<file path="src/rtl/clk_tick_gen.sv">
// clk_tick_gen: free-running display prescaler plus NUM_CH programmable
// single-cycle tick channels, all in the clk_i domain.
// Build option: define CLK_TICK_GEN_FAST_SIM_EN to shrink the display
// prescaler to 2 bits and the reset divisor to 4 for short simulations.
// Leave it undefined for synthesis.
module clk_tick_gen #(
   parameter int NUM_CH  = 2,
   parameter int CNT_W   = 27,
   parameter int SEL_W   = 1,
   parameter int DISP_W  = 20,
   parameter int DIV_RST = 100_000_000
) (
   input  logic              clk_i,
   input  logic              rst_i,
   input  logic [NUM_CH-1:0] ch_en_i,
   input  logic              clr_i,
   input  logic              div_we_i,
   input  logic [SEL_W-1:0]  div_sel_i,
   input  logic [CNT_W-1:0]  div_data_i,
   output logic [NUM_CH-1:0] tick_o,
   output logic              disp_clk_o,
   output logic [1:0]        disp_sel_o
);

`ifdef CLK_TICK_GEN_FAST_SIM_EN
   localparam int PW     = 2;
   localparam int DIV_IV = 4;
`else
   localparam int PW     = DISP_W;
   localparam int DIV_IV = DIV_RST;
`endif

   localparam logic [CNT_W-1:0] DIV_INIT = CNT_W'(DIV_IV);

   logic [PW-1:0]     pcnt_q, pcnt_d;
   logic [CNT_W-1:0]  div_q  [NUM_CH];
   logic [CNT_W-1:0]  div_d  [NUM_CH];
   logic [CNT_W-1:0]  cnt_q  [NUM_CH];
   logic [CNT_W-1:0]  cnt_d  [NUM_CH];
   logic [CNT_W-1:0]  lim    [NUM_CH];
   logic [NUM_CH-1:0] tick_q, tick_d;

   // Terminal count per channel; divisors 0 and 1 both give a limit of 0
   // so the channel ticks on every enabled edge.
   always_comb begin
      for (int i = 0; i < NUM_CH; i++) begin
         lim[i] = (div_q[i] == '0) ? '0 : div_q[i] - 1'b1;
      end
   end

   // Next-state for prescaler and channels; a write to a channel outranks
   // clr, and clr outranks the enable/count path.
   always_comb begin
      pcnt_d = pcnt_q + 1'b1;
      tick_d = '0;
      for (int i = 0; i < NUM_CH; i++) begin
         div_d[i] = div_q[i];
         cnt_d[i] = cnt_q[i];
         if (div_we_i && (int'(div_sel_i) == i)) begin
            div_d[i] = div_data_i;
            cnt_d[i] = '0;
         end else if (clr_i) begin
            cnt_d[i] = '0;
         end else if (ch_en_i[i]) begin
            if (cnt_q[i] >= lim[i]) begin
               cnt_d[i]  = '0;
               tick_d[i] = 1'b1;
            end else begin
               cnt_d[i] = cnt_q[i] + 1'b1;
            end
         end
      end
   end

   // State registers with synchronous reset.
   always_ff @(posedge clk_i) begin
      if (rst_i) begin
         pcnt_q <= '0;
         tick_q <= '0;
         for (int i = 0; i < NUM_CH; i++) begin
            div_q[i] <= DIV_INIT;
            cnt_q[i] <= '0;
         end
      end else begin
         pcnt_q <= pcnt_d;
         tick_q <= tick_d;
         for (int i = 0; i < NUM_CH; i++) begin
            div_q[i] <= div_d[i];
            cnt_q[i] <= cnt_d[i];
         end
      end
   end

   assign tick_o     = tick_q;
   assign disp_clk_o = pcnt_q[PW-1];
   assign disp_sel_o = pcnt_q[PW-1 -: 2];

endmodule

</file>
<file path="config.mk">
export PLATFORM = sky130hd
export DESIGN_NAME = clk_tick_gen
export DESIGN_NICKNAME = d
export VERILOG_FILES = /design/src/rtl/clk_tick_gen.sv
export SDC_FILE = /design/constraint.sdc
export NUM_CORES = 1
export LEC_CHECK = 0
export ABC_AREA = 0
export BUFFER_PORTS_ARGS = -buffer_cell sky130_fd_sc_hd__clkbuf_2
export CAP_MARGIN = 20
export CORE_UTILIZATION = 60
export CTS_BUF_LIST = sky130_fd_sc_hd__clkbuf_8
export CTS_CLUSTER_SIZE = 12
export DETAILED_ROUTE_END_ITERATION = 8
export HOLD_SLACK_MARGIN = 0.06
export PLACE_DENSITY = 0.86
export SLEW_MARGIN = 20
export SYNTH_ARGS = -nofsm -noshare
export SYNTH_HDL_FRONTEND = slang
export SYNTH_SLANG_ARGS = --single-unit
</file>
<file path="constraint.sdc">
create_clock -name clk_i -period 4.2 [get_ports clk_i]
set_input_delay 0.84 -clock clk_i [delete_from_list [all_inputs] [get_ports clk_i]]
set_output_delay 0.84 -clock clk_i [all_outputs]
set_load 0.02 [all_outputs]
</file>
# Yosys cells after proc, flatten, opt, wreduce, memory -nomap -nowiden
# Memory sizes are Yosys's and may differ from the RTL's.
# Cells that the tools add are included.
# word_totals
reg_bits	22
mem_bits_rw	108
inputBits	34
output_inout_bits	5
word_cells	46
mem_count	2
# classes
add_sub_neg	5
magnitude_cmp	2
mux	21
bitwise	7
reduce_logical	6
# mem_list
name	words	word_bits	read_ports	rd_ports_with_merged_regs	write_ports	line_no	source
cnt_q	2	27	2	0	2	38	logic [CNT_W-1:0] cnt_q [NUM_CH];
div_q	2	27	2	0	2	36	logic [CNT_W-1:0] div_q [NUM_CH];
# ops
cell	count
27-bit two-way mux	16
27-bit by 1-bit adder with 27-bit output, second input constant	2
27-bit >= comparator	2
27-bit logical NOT	2
27-bit by 1-bit subtractor with 27-bit output, second input constant	2
20-bit by 1-bit adder with 20-bit output, second input constant	1
4-bit OR reduction	2
1-bit two-way mux	5
1-bit OR	4
1-bit inverter	3
1-bit logical AND	2

# Longest topological paths before layout
# logic_depth
ltp_word	8
ltp_mapped	18
depth_no_buf	15

# Least setup slack after synthesis
# No wires, ideal clock.
# synth_timing
path_type	register to register
start	memory div_q[0][3]
end	memory cnt_q[0][10]
setup_time_ps	78
arrival_ps	3705
required_time_ps	4122
slack_ps	417
path_stages_with_launch	15
path_buffers	2
path_cell_list	dfxtp_1 > or4_4 > or2_4 > nor4_4 > nand3_2 > buf_6 > nand2_1 > ha_1 > a21oi_1 > nand2_1 > a221o_1 > nor3_1 > a21boi_1 > clkbuf_1 > nor3_1
# synth_lines
item	line_no
from (decl)	36
to (decl)	38

==> reports/results.tsv <==
metric	value	unit
grt_pass1_vias	6289	
cp_data_arrival_time	4.27	ns
crit_path_max_fanout	23	
tns	0	ns
period_share	93.64	%
whs_endpoint	pcnt_q[0]$_SDFF_PP0_	
path_clk_slew	0.08	ns
syn_avg_cell_area	7.872	um2
globalRouteTotalUtil	27.56	%
gr-total-overflow	0	
cts_buffers	17	
drcViolationCount	0	
synth.yosys.seq_area_share	34.22	%
worst_setup_path_start_kind	flop	
hold_violations	0	
comb_power_share	10.2	%
yosysTopAreaCellShare	34.22	%
yosysTopAreaCell	dfxtp_1	
ir_worst_vdd	0.3097	mV
p_total	2.801	mW
skew	0.01185	ns
finalWirelength	16820	um
r2r-end	cnt_q[0][53]$_SDFFE_PP0P_	
worstSetupPathType	reg2reg	
core-area	12160	um2
synthMuxAreaShare	0	%
switching_share	25.71	%
wl_per_cell	14.27	um
grt_pass1_wl	28780	um
synth-main-ff-cell	dfxtp_1	
fmax	254.3	MHz
htree_levels	4	
ys_types	54	
hp-class	reg2reg	
r2r_setup_slack	0.27	ns
syn_nets	1059	
power.switching	0.7202	mW
syn_area	7605	um2
synth_area_leaders	dfxtp_1 34%, nand2_1 11%, ha_1 9.7%	
die_area	13130	um2
antenna_left	0	
setup_viol	0	
area_delta_synth_final	10.71	%
die_h	114.6	um
r2r_start	div_q[0][27]$_SDFFE_PP0P_	
power_frac_seq	46.6	%
powerDensity	332.7	nW/um2
endpoint_kind	flop	
worst_hold_slack	0.4748	ns
rsz0062_at_grt	no	
drv_cap	0	
yosysWarnings	0	
via_per_inst	5.764	
die_width	114.6	um
synth_top_family_by_area	simple AND/OR/NAND/NOR gates	
synth_cells	966	
final_max_slew_viol_count	0	
post-cts-setup-buffers	0	
num_rows	40	
cts_tree	done	
globalplace.congestion	0.8550	
clock_latency	0.46	ns
p_leak	3.424	nW
finalInstanceArea	8419	um2
synth_most_common_cell	nand2_1	
clockBufferDepth	2	
ys_async_sr_fraction	0	%
p_int	2.081	mW
pin_count	39	
nets	1091	
power.share.clock	43.2	%
grt_max_degree	75	
worst-slew-pin-transition	1.005	ns
worst_r2r_path_depth	16	
status	finished, final reports clean	
antenna_found_initial	0	
slew_headroom	32.71	%
io_buffers	38	
synth_xor_area_share	11.63	%
holdPathStages	1	
synth_common_cells	213 x nand2_1, 130 x dfxtp_1, 68 x nor3_1	
clock_sinks	130	
cts_root_buffer	clkbuf_8	
synth_edf_count	0	
synth_compound_area_share	8.045	%
place_area	7936	um2
hpwl	12130	um
ys_seq_elements	130	
drive_gt1_share	9.891	%
first_iter_violations	422	
antenna_cells	0	
crit_required	4.54	ns
synthSimpleGateAreaFrac	33.09	%
synth_fa_ha_area_share	9.707	%
drt_pass1_iterations	5	
fin_crit	3.933	ns
via_count	6796	
start_util	62.53	%
hp-start	pcnt_q[0]$_SDFF_PP0_	
[sequential cells by signal (all words and copies together), names as in the netlist]
register,count
pcnt_q,20
tick_o,2
div_q,54
cnt_q,54
[through the flow]
stage	util [%]	cells	setup slack [ns]
floorplan	-	966	0.4174
global placement	65.26	1147	0.2842
detailed placement	65.26	1147	0.1076
CTS	68.99	1179	0.03185
global route	69.23	1179	0.005007
finish	69.23	1179	0.2671
[layout by cell type (no fill, tap or decap), types with 15 or more instances in the layout]
| cell type | Yosys | final |
|---|---|---|
| nand4_1 | 27 | 27 |
| clkbuf_2 | 1 | 38 |
| a21oi_1 | 66 | 66 |
| clkbuf_8 | 0 | 20 |
| nand3_1 | 37 | 37 |
| ha_1 | 59 | 59 |
| dfxtp_1 | 130 | 130 |
| nand2_1 | 213 | 213 |
| xnor2_1 | 53 | 53 |
| xor2_1 | 48 | 48 |
| buf_4 | 2 | 16 |
| nor3_1 | 68 | 68 |
| inv_1 | 14 | 15 |
| nand3b_1 | 28 | 28 |
| nor2_1 | 60 | 60 |
| o21ai_0 | 16 | 16 |
[cells by family after synthesis]
kind of cell | Yosys count
AND/OR/NAND/NOR | 513
flip-flops | 130
buffers and inverters | 56
adder cells (fa/ha/maj) | 59
XOR/XNOR | 101
AO/OA/AOI/OAI | 107
[power groups by stage]
stage / combinational (mW) / clock, mW / sequential [mW]
2_1_floorplan: 0.213 / 0 / 1.32
3_3_place_gp: 0.274 / 0 / 1.33
3_5_place_dp: 0.282 / 0 / 1.33
4_1_cts: 0.285 / 1.23 / 1.30
5_1_grt: 0.327 / 1.28 / 1.31
6_report: 0.287 / 1.21 / 1.30
[worst max-delay path by stage]
| stage | end | startpoint | cells after the start | slack (ns) |
|---|---|---|---|---|
| after floorplan | cnt_q[0][10]$_SDFFE_PP0P_ | div_q[0][3]$_SDFFE_PP0P_ | 14 | 0.42 |
| after global placement | tick_o[1]$_SDFF_PP0_ | div_q[0][27]$_SDFFE_PP0P_ | 16 | 0.28 |
| after detailed placement | cnt_q[0][42]$_SDFFE_PP0P_ | div_q[0][27]$_SDFFE_PP0P_ | 16 | 0.11 |
| after CTS | tick_o[1]$_SDFF_PP0_ | div_q[0][27]$_SDFFE_PP0P_ | 16 | 0.03 |
| after global routing | tick_o[1]$_SDFF_PP0_ | div_q[0][27]$_SDFFE_PP0P_ | 16 | 0.005 |
| final | cnt_q[0][53]$_SDFFE_PP0P_ | div_q[0][27]$_SDFFE_PP0P_ | 16 | 0.27 |
[layout make-up]
class	instances	area, um2
inverters	14	52.55
clock buffers	20	275.3
multi-input cells	780	4778
flip-flops and latches	130	2603
clock inverters	12	178.9
well taps	168	210.2
repair buffers	55	321.6
fillers	982	3742
[metal layers]
metal / wire length (um) / vias to the layer above / part of all wire, % / global-route usage [%]
li1: - / 3405 / - / -
met1: 7692 / 3183 / 46 / 35.85
met2: 7903 / 181 / 47 / 44.77
met3: 977 / 27 / 5.8 / 6.353
met4: 248 / 0 / 1.5 / 9.784
met5: 0 / - / 0 / 0
[repair_timing]
item,CTS,global route
hold endpoints to repair,0,0
hold buffers,0,0
endpoints found under the setup margin,0,24
resized for setup,0,6
[critical path, cell delays in order (launching register included)]
cell and delay (ns):
dfxtp_1 0.36, inv_1 0.08, ha_1 0.20, or4b_1 0.52, nor2_4 0.20, nand4_1 0.12
or3_4 0.41, buf_4 0.19, nand2_1 0.06, ha_1 0.17, nand4_1 0.20, nor4_4 0.37
a22oi_1 0.13, and4b_1 0.28, a21oi_1 0.20, buf_6 0.23, nor3_1 0.08
Note: power is estimated with default switching activity, not from simulation.
